File: config.mk
export PLATFORM = sky130hd
export DESIGN_NAME = wb_ram_bank_arbiter
export DESIGN_NICKNAME = d
export VERILOG_FILES = /design/src/rtl/wb_ram_bank_arbiter.sv
export SDC_FILE = /design/constraint.sdc
export NUM_CORES = 1
export LEC_CHECK = 0
export BUFFER_PORTS_ARGS = -buffer_cell sky130_fd_sc_hd__buf_4
export CAP_MARGIN = 0
export CORE_MARGIN = 2
export CORE_UTILIZATION = 41
export CTS_CLUSTER_DIAMETER = 50
export DETAILED_ROUTE_END_ITERATION = 8
export HOLD_SLACK_MARGIN = 0.06
export PLACE_DENSITY = 0.8
export SLEW_MARGIN = 20
export SYNTH_ARGS = -nofsm -noshare
export SYNTH_HDL_FRONTEND = slang
export SYNTH_SLANG_ARGS = --single-unit
File: constraint.sdc
create_clock -name clk_i -period 1.8 [get_ports clk_i]
set_clock_uncertainty 0.2 [all_clocks]
set_input_delay 0.09 -clock clk_i [delete_from_list [all_inputs] [get_ports clk_i]]
set_output_delay 0.09 -clock clk_i [all_outputs]
set_load 0.01 [all_outputs]
File: src/rtl/wb_ram_bank_arbiter.sv
// wb_ram_bank_arbiter: shares one sync-read single-port RAM bank between Wishbone ports A and B (WB_ARB_LOCK_EN adds cyc-based ownership with MAX_HOLD handover).
// Latency: accept to ack is one cycle; one macro access per cycle across both ports.
// Backpressure: a requester that is not granted sees stall; stall is forced high while rst_i is asserted.
module wb_ram_bank_arbiter #(
    parameter int ADDR_W   = 8,
    parameter int MAX_HOLD = 4
) (
    input  logic              clk_i,
    input  logic              rst_i,
    input  logic              pA_cyc_i,
    input  logic              pA_stb_i,
    input  logic [3:0]        pA_we_i,
    input  logic [ADDR_W-1:0] pA_addr_i,
    input  logic [31:0]       pA_data_i,
    output logic [31:0]       pA_data_o,
    output logic              pA_ack_o,
    output logic              pA_stall_o,
    input  logic              pB_cyc_i,
    input  logic              pB_stb_i,
    input  logic [3:0]        pB_we_i,
    input  logic [ADDR_W-1:0] pB_addr_i,
    input  logic [31:0]       pB_data_i,
    output logic [31:0]       pB_data_o,
    output logic              pB_ack_o,
    output logic              pB_stall_o,
    output logic              ram_en_o,
    output logic [3:0]        ram_we_o,
    output logic [ADDR_W-1:0] ram_addr_o,
    output logic [31:0]       ram_din_o,
    input  logic [31:0]       ram_dout_i
);

    if (MAX_HOLD < 1 || MAX_HOLD > 255) begin : g_bad_max_hold
        $error("MAX_HOLD must be in 1..255");
    end

    logic req_a, req_b;
    logic gnt_a, gnt_b;
    logic rr_q, rr_d;               // 0 prefers A, 1 prefers B on contention
    logic pend_a_q, pend_b_q;
    logic rd_a_q, rd_b_q;
    logic [31:0] data_a_q, data_b_q;
    logic ack_a, ack_b;

`ifdef WB_ARB_LOCK_EN
    typedef enum logic [1:0] {IDLE, OWN_A, OWN_B} state_t;
    state_t state_q, state_d;
    logic [7:0] hold_q, hold_d;
    localparam logic [7:0] HOLD_LAST = 8'(MAX_HOLD - 1);
`endif

    assign req_a = pA_cyc_i & pA_stb_i;
    assign req_b = pB_cyc_i & pB_stb_i;

    always_comb begin
        gnt_a = 1'b0;
        gnt_b = 1'b0;
        rr_d  = rr_q;
`ifdef WB_ARB_LOCK_EN
        state_d = state_q;
        hold_d  = hold_q;
        case (state_q)
            OWN_A: begin
                gnt_a = req_a;
                gnt_b = !req_a && req_b;
                if (!pA_cyc_i) begin
                    state_d = IDLE;
                end else if (gnt_a && req_b) begin
                    // hold counts owner grants made while the other port waits
                    if (hold_q == HOLD_LAST) state_d = OWN_B;
                    else                     hold_d  = hold_q + 8'd1;
                end
            end
            OWN_B: begin
                gnt_b = req_b;
                gnt_a = !req_b && req_a;
                if (!pB_cyc_i) begin
                    state_d = IDLE;
                end else if (gnt_b && req_a) begin
                    if (hold_q == HOLD_LAST) state_d = OWN_A;
                    else                     hold_d  = hold_q + 8'd1;
                end
            end
            default: begin
                if (req_a && req_b) begin
                    gnt_a = !rr_q;
                    gnt_b = rr_q;
                    rr_d  = !rr_q;
                end else begin
                    gnt_a = req_a;
                    gnt_b = req_b;
                end
                if (gnt_a)      state_d = OWN_A;
                else if (gnt_b) state_d = OWN_B;
                else            state_d = IDLE;
            end
        endcase
        if (state_d != state_q) hold_d = 8'd0;
`else
        if (req_a && req_b) begin
            gnt_a = !rr_q;
            gnt_b = rr_q;
            rr_d  = !rr_q;
        end else begin
            gnt_a = req_a;
            gnt_b = req_b;
        end
`endif
        if (rst_i) begin
            gnt_a = 1'b0;
            gnt_b = 1'b0;
        end
    end

    assign ram_en_o   = gnt_a | gnt_b;
    assign ram_we_o   = gnt_a ? pA_we_i : (gnt_b ? pB_we_i : 4'b0000);
    assign ram_addr_o = gnt_b ? pB_addr_i : pA_addr_i;
    assign ram_din_o  = gnt_b ? pB_data_i : pA_data_i;

    assign pA_stall_o = rst_i | (req_a & !gnt_a);
    assign pB_stall_o = rst_i | (req_b & !gnt_b);

    // The macro access always completes; only the ack is dropped if cyc fell.
    assign ack_a    = pend_a_q & pA_cyc_i & !rst_i;
    assign ack_b    = pend_b_q & pB_cyc_i & !rst_i;
    assign pA_ack_o = ack_a;
    assign pB_ack_o = ack_b;
    assign pA_data_o = (ack_a && rd_a_q) ? ram_dout_i : data_a_q;
    assign pB_data_o = (ack_b && rd_b_q) ? ram_dout_i : data_b_q;

    always_ff @(posedge clk_i) begin
        if (rst_i) begin
            rr_q     <= 1'b0;
            pend_a_q <= 1'b0;
            pend_b_q <= 1'b0;
            rd_a_q   <= 1'b0;
            rd_b_q   <= 1'b0;
            data_a_q <= 32'd0;
            data_b_q <= 32'd0;
`ifdef WB_ARB_LOCK_EN
            state_q  <= IDLE;
            hold_q   <= 8'd0;
`endif
        end else begin
            rr_q     <= rr_d;
            pend_a_q <= gnt_a;
            pend_b_q <= gnt_b;
            rd_a_q   <= gnt_a && (pA_we_i == 4'b0000);
            rd_b_q   <= gnt_b && (pB_we_i == 4'b0000);
            if (ack_a && rd_a_q) data_a_q <= ram_dout_i;
            if (ack_b && rd_b_q) data_b_q <= ram_dout_i;
`ifdef WB_ARB_LOCK_EN
            state_q  <= state_d;
            hold_q   <= hold_d;
`endif
        end
    end

endmodule

==> summary.txt, run 1 <==
Post-Syn Area per Cell: 8.06 sq um
Fmax: 0.504 GHz
WHS Path Cells: 3
Worst-case reg-to-reg path depth: 5
Placed cell count: 749
Crit. End Element: output port
Tot GR Track Use: 0.312
Worst-Skew Late Latency: 330 ps
Vias per cell: 5.24
Startpoint Class: flip-flop
Sw Share: 0.253
Fin worst setup slack: -184 ps
Cells after Synth: 418
Prevailing post-synth register cell: dfxtp_1
Vias in the first global route: 3924
Placed standard-cell area: 5270 sq um
Sink Count: 69
Count of final hold-check violations: 0
R2R Setup Slk: 20 ps
DR DRC count: 0
Die extent in x: 94.7 microns
Max VDD drop: 0.000419 V
Design area: 6660 sq um
Grt ovf: 0
CP required: 1510 ps
Yosys top cell area share: 0.410
Least-Margin Pin Slew: 675 ps
First-pass GRT wire length: 20700 microns
Clk pwr share: 0.388
Reg power frac: 0.406
Root buffer cell: clkbuf_8
CTS max path bufs: 2
Clock-pin transition on the worst setup and hold timing paths: 80 ps
Comb pwr share: 0.206
Worst hold path class: input port to flip-flop
Drt total wl: 16300 microns
ANT nets after route: 0
Psw: 0.952 mW
DP HPWL: 10900 microns
Final #Nets: 836
Post-synth EDFFs: 0
Vias: 4293
Pre-CTS setup slack: 121 ps
Max-cap violations: 0
Design Power: 3.77 mW
CTS Buf Count: 9
Hold WS: 149 ps
Period utilisation layout: 1.10
Largest net degree at the start of global routing: 65
Failing checks: negative setup slack
#FFs+latches synth: 69
Int Power: 2.82 mW
# port buffers: 238
Synth Warn #: 0
Setup_tns: -6740 ps
Synth cell types: 25
Arr. time, crit path: 1690 ps
Tmin final: 1980 ps
Initial DRC count: 191
Area Overhead vs Synth: 97.7%
Num rows: 33
Slew Limit Fails: 0
Initial Util: 0.417
Placer Congestion: 0.993
Leak: 3.46 nW
Antenna violations before repair: 1
Wire length per cell: 19.9 microns
Core area: 8090 sq um
N_diodes: 0
CTS tree: built
Synth area leader: dfxtp_1
Crit path max fanout: 13
Worst Path Class, Setup: flip-flop to output port
Ports: 239
PwrDens: 566 nW/um^2
Drt pass-1 iters: 6
Final std cells w/o fill: 820
Final setup viols: 64
Outcome: complete, but fails checks
Asr flop ratio synth: 0
RSZ-0062 raised after global routing: yes
Post-Syn Area: 3370 sq um
Rel. slew slack: 0.550
Ratio of cells with drive above 1 in the final layout: 0.566
Seq/Total Area, Yosys: 0.410
Final core occ: 0.823
Synthesized net count: 544
H-tree depth: 3
Die Ht: 94.7 microns
Cells taking the most area after synthesis: dfxtp_1, nand2_1, mux2_4
Die area: 8960 sq um
## what timing repair did
item	CTS	global route
hold endpoints to repair	69	0
pin swaps	0	11
setup buffers	5	3
endpoints found under the setup margin	52	97
hold buffers	40	0
cloned	1	6
resized for setup	31	132
## cells by family after synthesis
group | Yosys count | share of synthesized area
xor+xnor | 1 | 0.00260
mux | 40 | 0.177
buf+inv | 29 | 0.0468
simple gates | 206 | 0.242
flops | 69 | 0.410
compound gates | 73 | 0.122
## metal layers
| metal | track usage | vias to the layer above | wire length [microns] |
|---|---|---|---|
| met1 | 0.344 | 2046 | 5870 |
| met5 | 0 | - | 12 |
| li1 | - | 1971 | - |
| met2 | 0.579 | 239 | 8690 |
| met4 | 0.0942 | 2 | 448 |
| met3 | 0.0838 | 35 | 1280 |
## cells in the mapped netlist (2+ instances only)
master,number
nand2_1,193
buf_4,3
a22o_1,4
buf_2,6
nand4b_1,2
nor2_1,2
mux2_4,39
dfxtp_1,69
a21oi_1,65
o21ai_0,2
clkbuf_1,12
buf_6,4
inv_1,3
and4b_1,2
and3_1,2
## power groups by stage
stage	combinational [mW]	sequential, mW	clock (mW)
after detailed placement	0.612	1.57	0
after floorplan	0.213	1.57	0
after global placement	0.607	1.57	0
after CTS	0.729	1.53	1.48
after global routing	0.803	1.53	1.55
final	0.777	1.53	1.46
## final timing paths
kind	start	end
min reg2reg	data_a_q[10]$_SDFF_PP0_	data_a_q[10]$_SDFF_PP0_
min	pB_stb_i	pend_a_q$_SDFF_PP0_
max reg2reg	rr_q$_SDFFE_PP0P_	pend_b_q$_SDFF_PP0_
max	rr_q$_SDFFE_PP0P_	ram_din_o[26]
## cells in the final DEF (no fill, tap or decap), drive strengths merged
cell            n
o2111ai         1
buf           262
dfxtp          69
xnor2           1
nand2         194
nand4b          2
and3            2
nor4            1
dlygate4sd3    39
clkinvlp        1
inv             7
mux2           40
or4             1
a22o            4
o21ai           2
and4b           2
nand4           1
dlymetal6s4s    1
nor2            2
bufinv          2
clkbuf         14
and2            1
a21oi          65
a311oi          1
## cell type report
| type | instances | area [sq um] |
|---|---|---|
| repair buffers | 307 | 2850 |
| multi-input cells | 320 | 2050 |
| fillers | 489 | 1430 |
| flip-flops and latches | 69 | 1390 |
| well taps | 105 | 131 |
| clock buffers | 9 | 124 |
| clock inverters | 7 | 105 |
| inverters | 3 | 11.3 |
## critical path: stages (launching register included)
cell       delay (ps)
dfxtp_2           340
o2111ai_4         240
buf_12            170
buf_12            160
mux2_4            320
buf_6             120
## registers in the layout, indices dropped and copies added, names as in the netlist
name	cells
pend_a_q	1
data_a_q	32
rd_b_q	1
data_b_q	32
rr_q	1
pend_b_q	1
rd_a_q	1
Note: power is estimated with default switching activity, not from simulation.
==> run 2, diff against run 1 <==
--- a/config.mk
+++ b/config.mk
@@ -13,7 +13,9 @@
 export DETAILED_ROUTE_END_ITERATION = 8
 export HOLD_SLACK_MARGIN = 0.06
 export PLACE_DENSITY = 0.8
+export RECOVER_POWER = 25
 export SLEW_MARGIN = 20
 export SYNTH_ARGS = -nofsm -noshare
 export SYNTH_HDL_FRONTEND = slang
 export SYNTH_SLANG_ARGS = --single-unit
+export TNS_END_PERCENT = 30
==> run 2 against run 1 <==
Against the previous run: the run still ends with negative setup slack left; via count down 5.2%; first-iteration DRC count decreased by 6.3%; fmax increased by 0.13%; critical path depth unchanged; die area unchanged; core utilization is 7.3 points lower; highest routed layer unchanged.
==> summary.txt, run 2 (synthesized netlist as in run 1, its figures left out) <==
Die extent in x: 94.7 microns (unchanged)
Commonest non-fill, non-tap cell in the layout: buf_4
Ports: 239 (unchanged)
First-pass GRT wire length: 20600 microns (-0.56%)
Commonest cells after routing, fill and taps aside: buf_4, nand2_1, dfxtp_1
Placed cell count: 749 (unchanged)
Core area: 8090 sq um (unchanged)
Leading registers by flop count: data_a_q: 32 flops, data_b_q: 32 flops
Buf/Inv on CP: 3 (unchanged)
Die area: 8960 sq um (unchanged)
Int Power: 2.79 mW (-0.93%)
Count of final hold-check violations: 0 (unchanged)
DP HPWL: 10900 microns (unchanged)
Outcome: complete, but fails checks
Drt pass-1 iters: 4 (-2)
N_diodes: 0 (unchanged)
Clk pwr share: 0.393 (+0.005)
CTS max path bufs: 2 (unchanged)
Rel. slew slack: 0.566 (+0.0166)
Die Ht: 94.7 microns (unchanged)
Fmax: 0.505 GHz (+0.13%)
Slowest-stage cell, CP: dfxtp_2
Root buffer cell: clkbuf_8
Period utilisation layout: 1.10 (-0.00142)
Psw: 0.925 mW (-2.8%)
Placer Congestion: 0.993 (unchanged)
PwrDens: 612 nW/um^2 (+8.1%)
Slew Limit Fails: 0 (unchanged)
CTS Buf Count: 9 (unchanged)
Max VDD drop: 0.000386 V (-7.8%)
CTS tree: built
Least-Margin Pin Slew: 650 ps (-24.9 ps)
Leak: 3.24 nW (-6.3%)
Startpoint Class: flip-flop
Worst Path Class, Setup: flip-flop to output port
Ratio of cells with drive above 1 in the final layout: 0.448 (-0.118)
Clock-pin transition on the worst setup and hold timing paths: 90 ps (about the same)
Vias per cell: 5.02 (-4.0%)
# port buffers: 238 (unchanged)
Max-cap violations: 0 (unchanged)
Sink Count: 69 (unchanged)
Largest net degree at the start of global routing: 65 (unchanged)
Num rows: 33 (unchanged)
H-tree depth: 3 (unchanged)
Comb pwr share: 0.195 (-0.011)
Crit. End Element: output port
Worst hold path class: input port to flip-flop
Crit path cell chain: o2111ai_4 -> buf_12 -> buf_12 -> mux2_4 -> buf_6
Vias: 4070 (-5.2%)
DR DRC count: 0 (unchanged)
Final std cells w/o fill: 810 (-1.2%)
Worst-Skew Late Latency: 330 ps (about the same)
Slowest stage delay, CP: 340 ps (about the same)
Fin worst setup slack: -182 ps (+2.56 ps)
Initial DRC count: 179 (-6.3%)
Crit path top cell by count: buf_12
Tmin final: 1980 ps (-2.56 ps)
Final #Nets: 826 (-1.2%)
Reg power frac: 0.412 (+0.006)
Grt ovf: 0 (unchanged)
CP delay by family, top: buffers and inverters
Crit path max fanout: 13 (unchanged)
CP required: 1510 ps (about the same)
Antenna violations before repair: 1 (unchanged)
Wire length per cell: 17.6 microns (-11%)
Sw Share: 0.249 (-0.00366)
Tot GR Track Use: 0.310 (-0.00201)
RSZ-0062 raised after global routing: yes
Failing checks: negative setup slack
Drt total wl: 14300 microns (-12%)
Setup_tns: -6080 ps (+662 ps)
Vias in the first global route: 3899 (-0.64%)
ANT nets after route: 0 (unchanged)
Arr. time, crit path: 1690 ps (about the same)
Area Overhead vs Synth: 80.2%
Final setup viols: 45 (-30%)
Initial Util: 0.417 (unchanged)
## run 2: cell types whose count changed in the layout (fill, tap and decap cells not counted), sizes merged
| cell | change |
|---|---|
| dlygate4sd3 | +1 |
| clkbuf | -3 |
| dlymetal6s4s | -1 |
| buf | -7 |
## run 2: repair_timing
action	4_1_cts	5_1_grt
pin swaps	2	3
hold buffers	40	0
setup endpoints to repair	52	97
endpoints found under the hold margin	69	0
gates cloned	0	0
gates resized for setup	27	10
setup buffers	4	1
## run 2: path summary, 6_finish.rpt
check,slack [ps],start,cells past startpoint,to
max reg2reg,-20,rr_q$_SDFFE_PP0P_,4,rd_a_q$_SDFF_PP0_
min,200,pA_cyc_i,5,data_a_q[15]$_SDFF_PP0_
max,-180,rr_q$_SDFFE_PP0P_,5,ram_din_o[27]
min reg2reg,270,data_a_q[0]$_SDFF_PP0_,2,data_a_q[0]$_SDFF_PP0_
## run 2: layout make-up
cell class / count / area (sq um)
Timing Repair Buffer: 297 / 2480
Fill cell: 635 / 2020
Multi-Input combinational cell: 320 / 1840
Sequential cell: 69 / 1380
Tap cell: 105 / 131
Clock buffer: 9 / 124
Clock inverter: 7 / 105
Inverter: 3 / 11.3
## run 2: layer usage
| metal | GRT usage | part of all wire | vias up | wire length (microns) |
|---|---|---|---|---|
| li1 | - | - | 1947 | - |
| met1 | 0.342 | 0.36 | 1907 | 5200 |
| met2 | 0.580 | 0.53 | 192 | 7630 |
| met3 | 0.0838 | 0.083 | 22 | 1190 |
| met4 | 0.0821 | 0.018 | 2 | 263 |
| met5 | 0 | 0.00070 | - | 10 |
## run 2: power groups by stage
stage | sequential (mW) | combinational, mW | clock (mW)
6_report | 1.53 | 0.725 | 1.46
5_1_grt | 1.53 | 0.754 | 1.55
4_1_cts | 1.53 | 0.719 | 1.48
3_5_place_dp | 1.57 | 0.612 | 0
3_3_place_gp | 1.57 | 0.607 | 0
2_1_floorplan | 1.57 | 0.213 | 0
## run 2: through the flow
stage          setup WS (ps)  cell area (sq um)  total power [mW]  hold slack, ps  utilization
5_1_grt                 -224               6070              3.84             232        0.751
6_report                -182               6070              3.72             205        0.751
3_3_place_gp             149               5270              2.17             114        0.652
2_1_floorplan            347               3370              1.78            42.6            -
3_5_place_dp             121               5270              2.18             132        0.652
4_1_cts                 -186               6050              3.73             191        0.747
## run 2: tightest hold or removal path: stages
cell	delay [ps]
buf_4	120
nand4b_1	120
buf_4	220
nand2_1	90
a21oi_1	60
==> run 3, diff against run 2 <==
--- a/config.mk
+++ b/config.mk
@@ -12,9 +12,9 @@
 export CTS_CLUSTER_DIAMETER = 50
 export DETAILED_ROUTE_END_ITERATION = 8
 export HOLD_SLACK_MARGIN = 0.06
-export PLACE_DENSITY = 0.8
+export PLACE_DENSITY = 0.84
 export RECOVER_POWER = 25
-export SLEW_MARGIN = 20
+export SLEW_MARGIN = 0
 export SYNTH_ARGS = -nofsm -noshare
 export SYNTH_HDL_FRONTEND = slang
 export SYNTH_SLANG_ARGS = --single-unit
==> run 3 against run 2 <==
Against the previous run: the run ends with negative hold slack, negative setup slack left; core utilization increased by 1.3 points; routed wire length decreased by 10%; highest routed layer is now met4; critical endpoint is now ram_din_o[2]; total power decreased by 1.5%; register-to-register slack improved by 190 ps; sequential share of layout area decreased by 0.29 points; critical path type unchanged; die area unchanged; flip-flop and latch count unchanged; final cell count unchanged; critical path depth unchanged; clock power decreased by 5%; non-clock buffer count unchanged; worst setup slack got worse by 30 ps.
==> summary.txt, run 3 (synthesized netlist as in run 1, its figures left out) <==
Initial Util: 0.417 (unchanged)
Hold WS: -85.3 ps (-290 ps)
Hold_buf cts: 41 (+2.5%)
Wire length per cell: 15.8 microns (-10%)
Vias: 3991 (-1.9%)
Rel. slew slack: 0.507 (-0.0596)
Least-Margin Pin Slew: 740 ps (+89.3 ps)
Core area: 8090 sq um (unchanged)
PwrDens: 592 nW/um^2 (-3.2%)
Ports: 239 (unchanged)
Max-cap violations: 0 (unchanged)
N_diodes: 0 (unchanged)
Worst-Skew Late Latency: 330 ps (about the same)
DR DRC count: 0 (unchanged)
Final setup viols: 76 (+69%)
RSZ-0062 raised after global routing: yes
First-pass GRT wire length: 19300 microns (-6.5%)
Largest net degree at the start of global routing: 37 (-43%)
Initial DRC count: 132 (-26%)
Area Overhead vs Synth: 83.3%
Period utilisation layout: 1.12 (+0.0168)
Leak: 3.29 nW (+1.5%)
Antenna violations before repair: 0 (-1)
Drt total wl: 12800 microns (-10%)
Vias in the first global route: 4012 (+2.9%)
Startpoint Class: flip-flop
Clock-pin transition on the worst setup and hold timing paths: 70 ps (-20 ps)
Commonest non-fill, non-tap cell in the layout: buf_4
CP delay by family, top: buffers and inverters
Slowest-stage cell, CP: dfxtp_4
Worst Path Class, Setup: flip-flop to output port
Ratio of cells with drive above 1 in the final layout: 0.452 (+0.00426)
Die Ht: 94.7 microns (unchanged)
Int Power: 2.79 mW (+0.14%)
Die area: 8960 sq um (unchanged)
Sink Count: 69 (unchanged)
Comb pwr share: 0.202 (+0.007)
Outcome: complete, but fails checks
Grt ovf: 0 (unchanged)
Root buffer cell: clkbuf_8
CTS Buf Count: 9 (unchanged)
Max VDD drop: 0.000444 V (+15%)
Pre-CTS setup slack: 94.9 ps (-25.6 ps)
Tmin final: 2010 ps (+30.2 ps)
Buf/Inv on CP: 3 (unchanged)
# port buffers: 238 (unchanged)
Tot GR Track Use: 0.281 (-0.0289)
Crit path cell chain: o2111ai_4 -> buf_12 -> buf_16 -> mux2_4 -> buf_6
Final core occ: 0.764 (+0.0130)
Vias per cell: 4.93 (-1.9%)
Reg power frac: 0.418 (+0.006)
Crit. End Element: output port
Slowest stage delay, CP: 360 ps (+20 ps)
Slew Limit Fails: 0 (unchanged)
H-tree depth: 3 (unchanged)
Crit path max fanout: 8 (-5)
Fin worst setup slack: -212 ps (-30.2 ps)
Clk pwr share: 0.380 (-0.013)
DP HPWL: 9080 microns (-17%)
Placer Congestion: 0.853 (-14%)
Design Power: 3.66 mW (-1.5%)
Failing checks: negative hold slack, negative setup slack
CP required: 1510 ps (about the same)
Drt pass-1 iters: 4 (unchanged)
Count of final hold-check violations: 1 (+1)
Num rows: 33 (unchanged)
CTS tree: built
Worst hold path class: input port to flip-flop
Fmax: 0.497 GHz (-1.5%)
ANT nets after route: 0 (unchanged)
Final #Nets: 826 (unchanged)
Fillers: 543 (-14%)
Setup_tns: -8740 ps (-2660 ps)
Sw Share: 0.236 (-0.0126)
Psw: 0.865 mW (-6.5%)
Die extent in x: 94.7 microns (unchanged)
CTS max path bufs: 2 (unchanged)
Leading registers by flop count: data_a_q: 32 flops, data_b_q: 32 flops
Arr. time, crit path: 1720 ps (+30 ps)
Commonest cells after routing, fill and taps aside: buf_4, nand2_1, a21oi_1, dfxtp_1, dlygate4sd3_1
-- run 3: changes by cell type in the layout (fill, tap and decap cells not counted), sizes merged --
cell | before | now
clkinv | 0 | 2
clkbuf | 11 | 10
dlygate4sd3 | 40 | 41
inv | 7 | 4
clkinvlp | 1 | 2
-- run 3: area by class of cell --
| class | count | area (sq um) | area share |
|---|---|---|---|
| repair buffers | 297 | 2590 | 0.419 |
| inverters | 3 | 11.3 | 0.00182 |
| clock inverters | 7 | 97.6 | 0.0158 |
| clock buffers | 9 | 124 | 0.0200 |
| well taps | 105 | 131 | 0.0213 |
| flip-flops and latches | 69 | 1390 | 0.225 |
| multi-input cells | 320 | 1840 | 0.297 |
-- run 3: repair_timing --
| item | in CTS | in global routing |
|---|---|---|
| pin swaps | 2 | 1 |
| cloned | 3 | 0 |
| resized for setup | 41 | 6 |
| endpoints found under the setup margin | 74 | 99 |
| setup buffers | 3 | 2 |
| hold endpoints to repair | 68 | 13 |
-- run 3: per-layer routing --
layer | vias up | global-route usage | wire length, microns | share of wire
met3 | 33 | 0.0782 | 962 | 0.075
met5 | - | 0 | 0 | 0
met2 | 199 | 0.537 | 7000 | 0.55
met1 | 1808 | 0.288 | 4440 | 0.35
met4 | 0 | 0.103 | 397 | 0.031
li1 | 1951 | - | - | -
-- run 3: stage by stage --
step / instance area, sq um / std cells
finish: 6180 / 810
global route: 6180 / 810
CTS: 6160 / 808
detailed placement: 5270 / 745
global placement: 5270 / 745
floorplan: 3370 / 418
-- run 3: path summary, 6_finish.rpt --
check                                             start  cells past startpoint  slack [ps]                 endpoint
worst min register to register  data_b_q[23]$_SDFF_PP0_                      2         270  data_b_q[23]$_SDFF_PP0_
worst min-delay path                           pA_stb_i                      3         -90      pend_a_q$_SDFF_PP0_
worst max-delay path                  rr_q$_SDFFE_PP0P_                      5        -210             ram_din_o[2]
worst max register to register        rr_q$_SDFFE_PP0P_                      5         170        rr_q$_SDFFE_PP0P_
-- run 3: tightest hold or removal path, delay by kind of cell --
| kind | cells | cell delay (ps) |
|---|---|---|
| compound gates | 1 | 90 |
| buf+inv | 1 | 120 |
| simple gates | 1 | 100 |
-- run 3: power groups by stage --
stage	sequential, mW	clock [mW]	combinational (mW)
2_1_floorplan	1.57	0	0.213
3_3_place_gp	1.57	0	0.584
3_5_place_dp	1.57	0	0.591
4_1_cts	1.53	1.41	0.732
5_1_grt	1.53	1.47	0.774
6_report	1.53	1.39	0.740
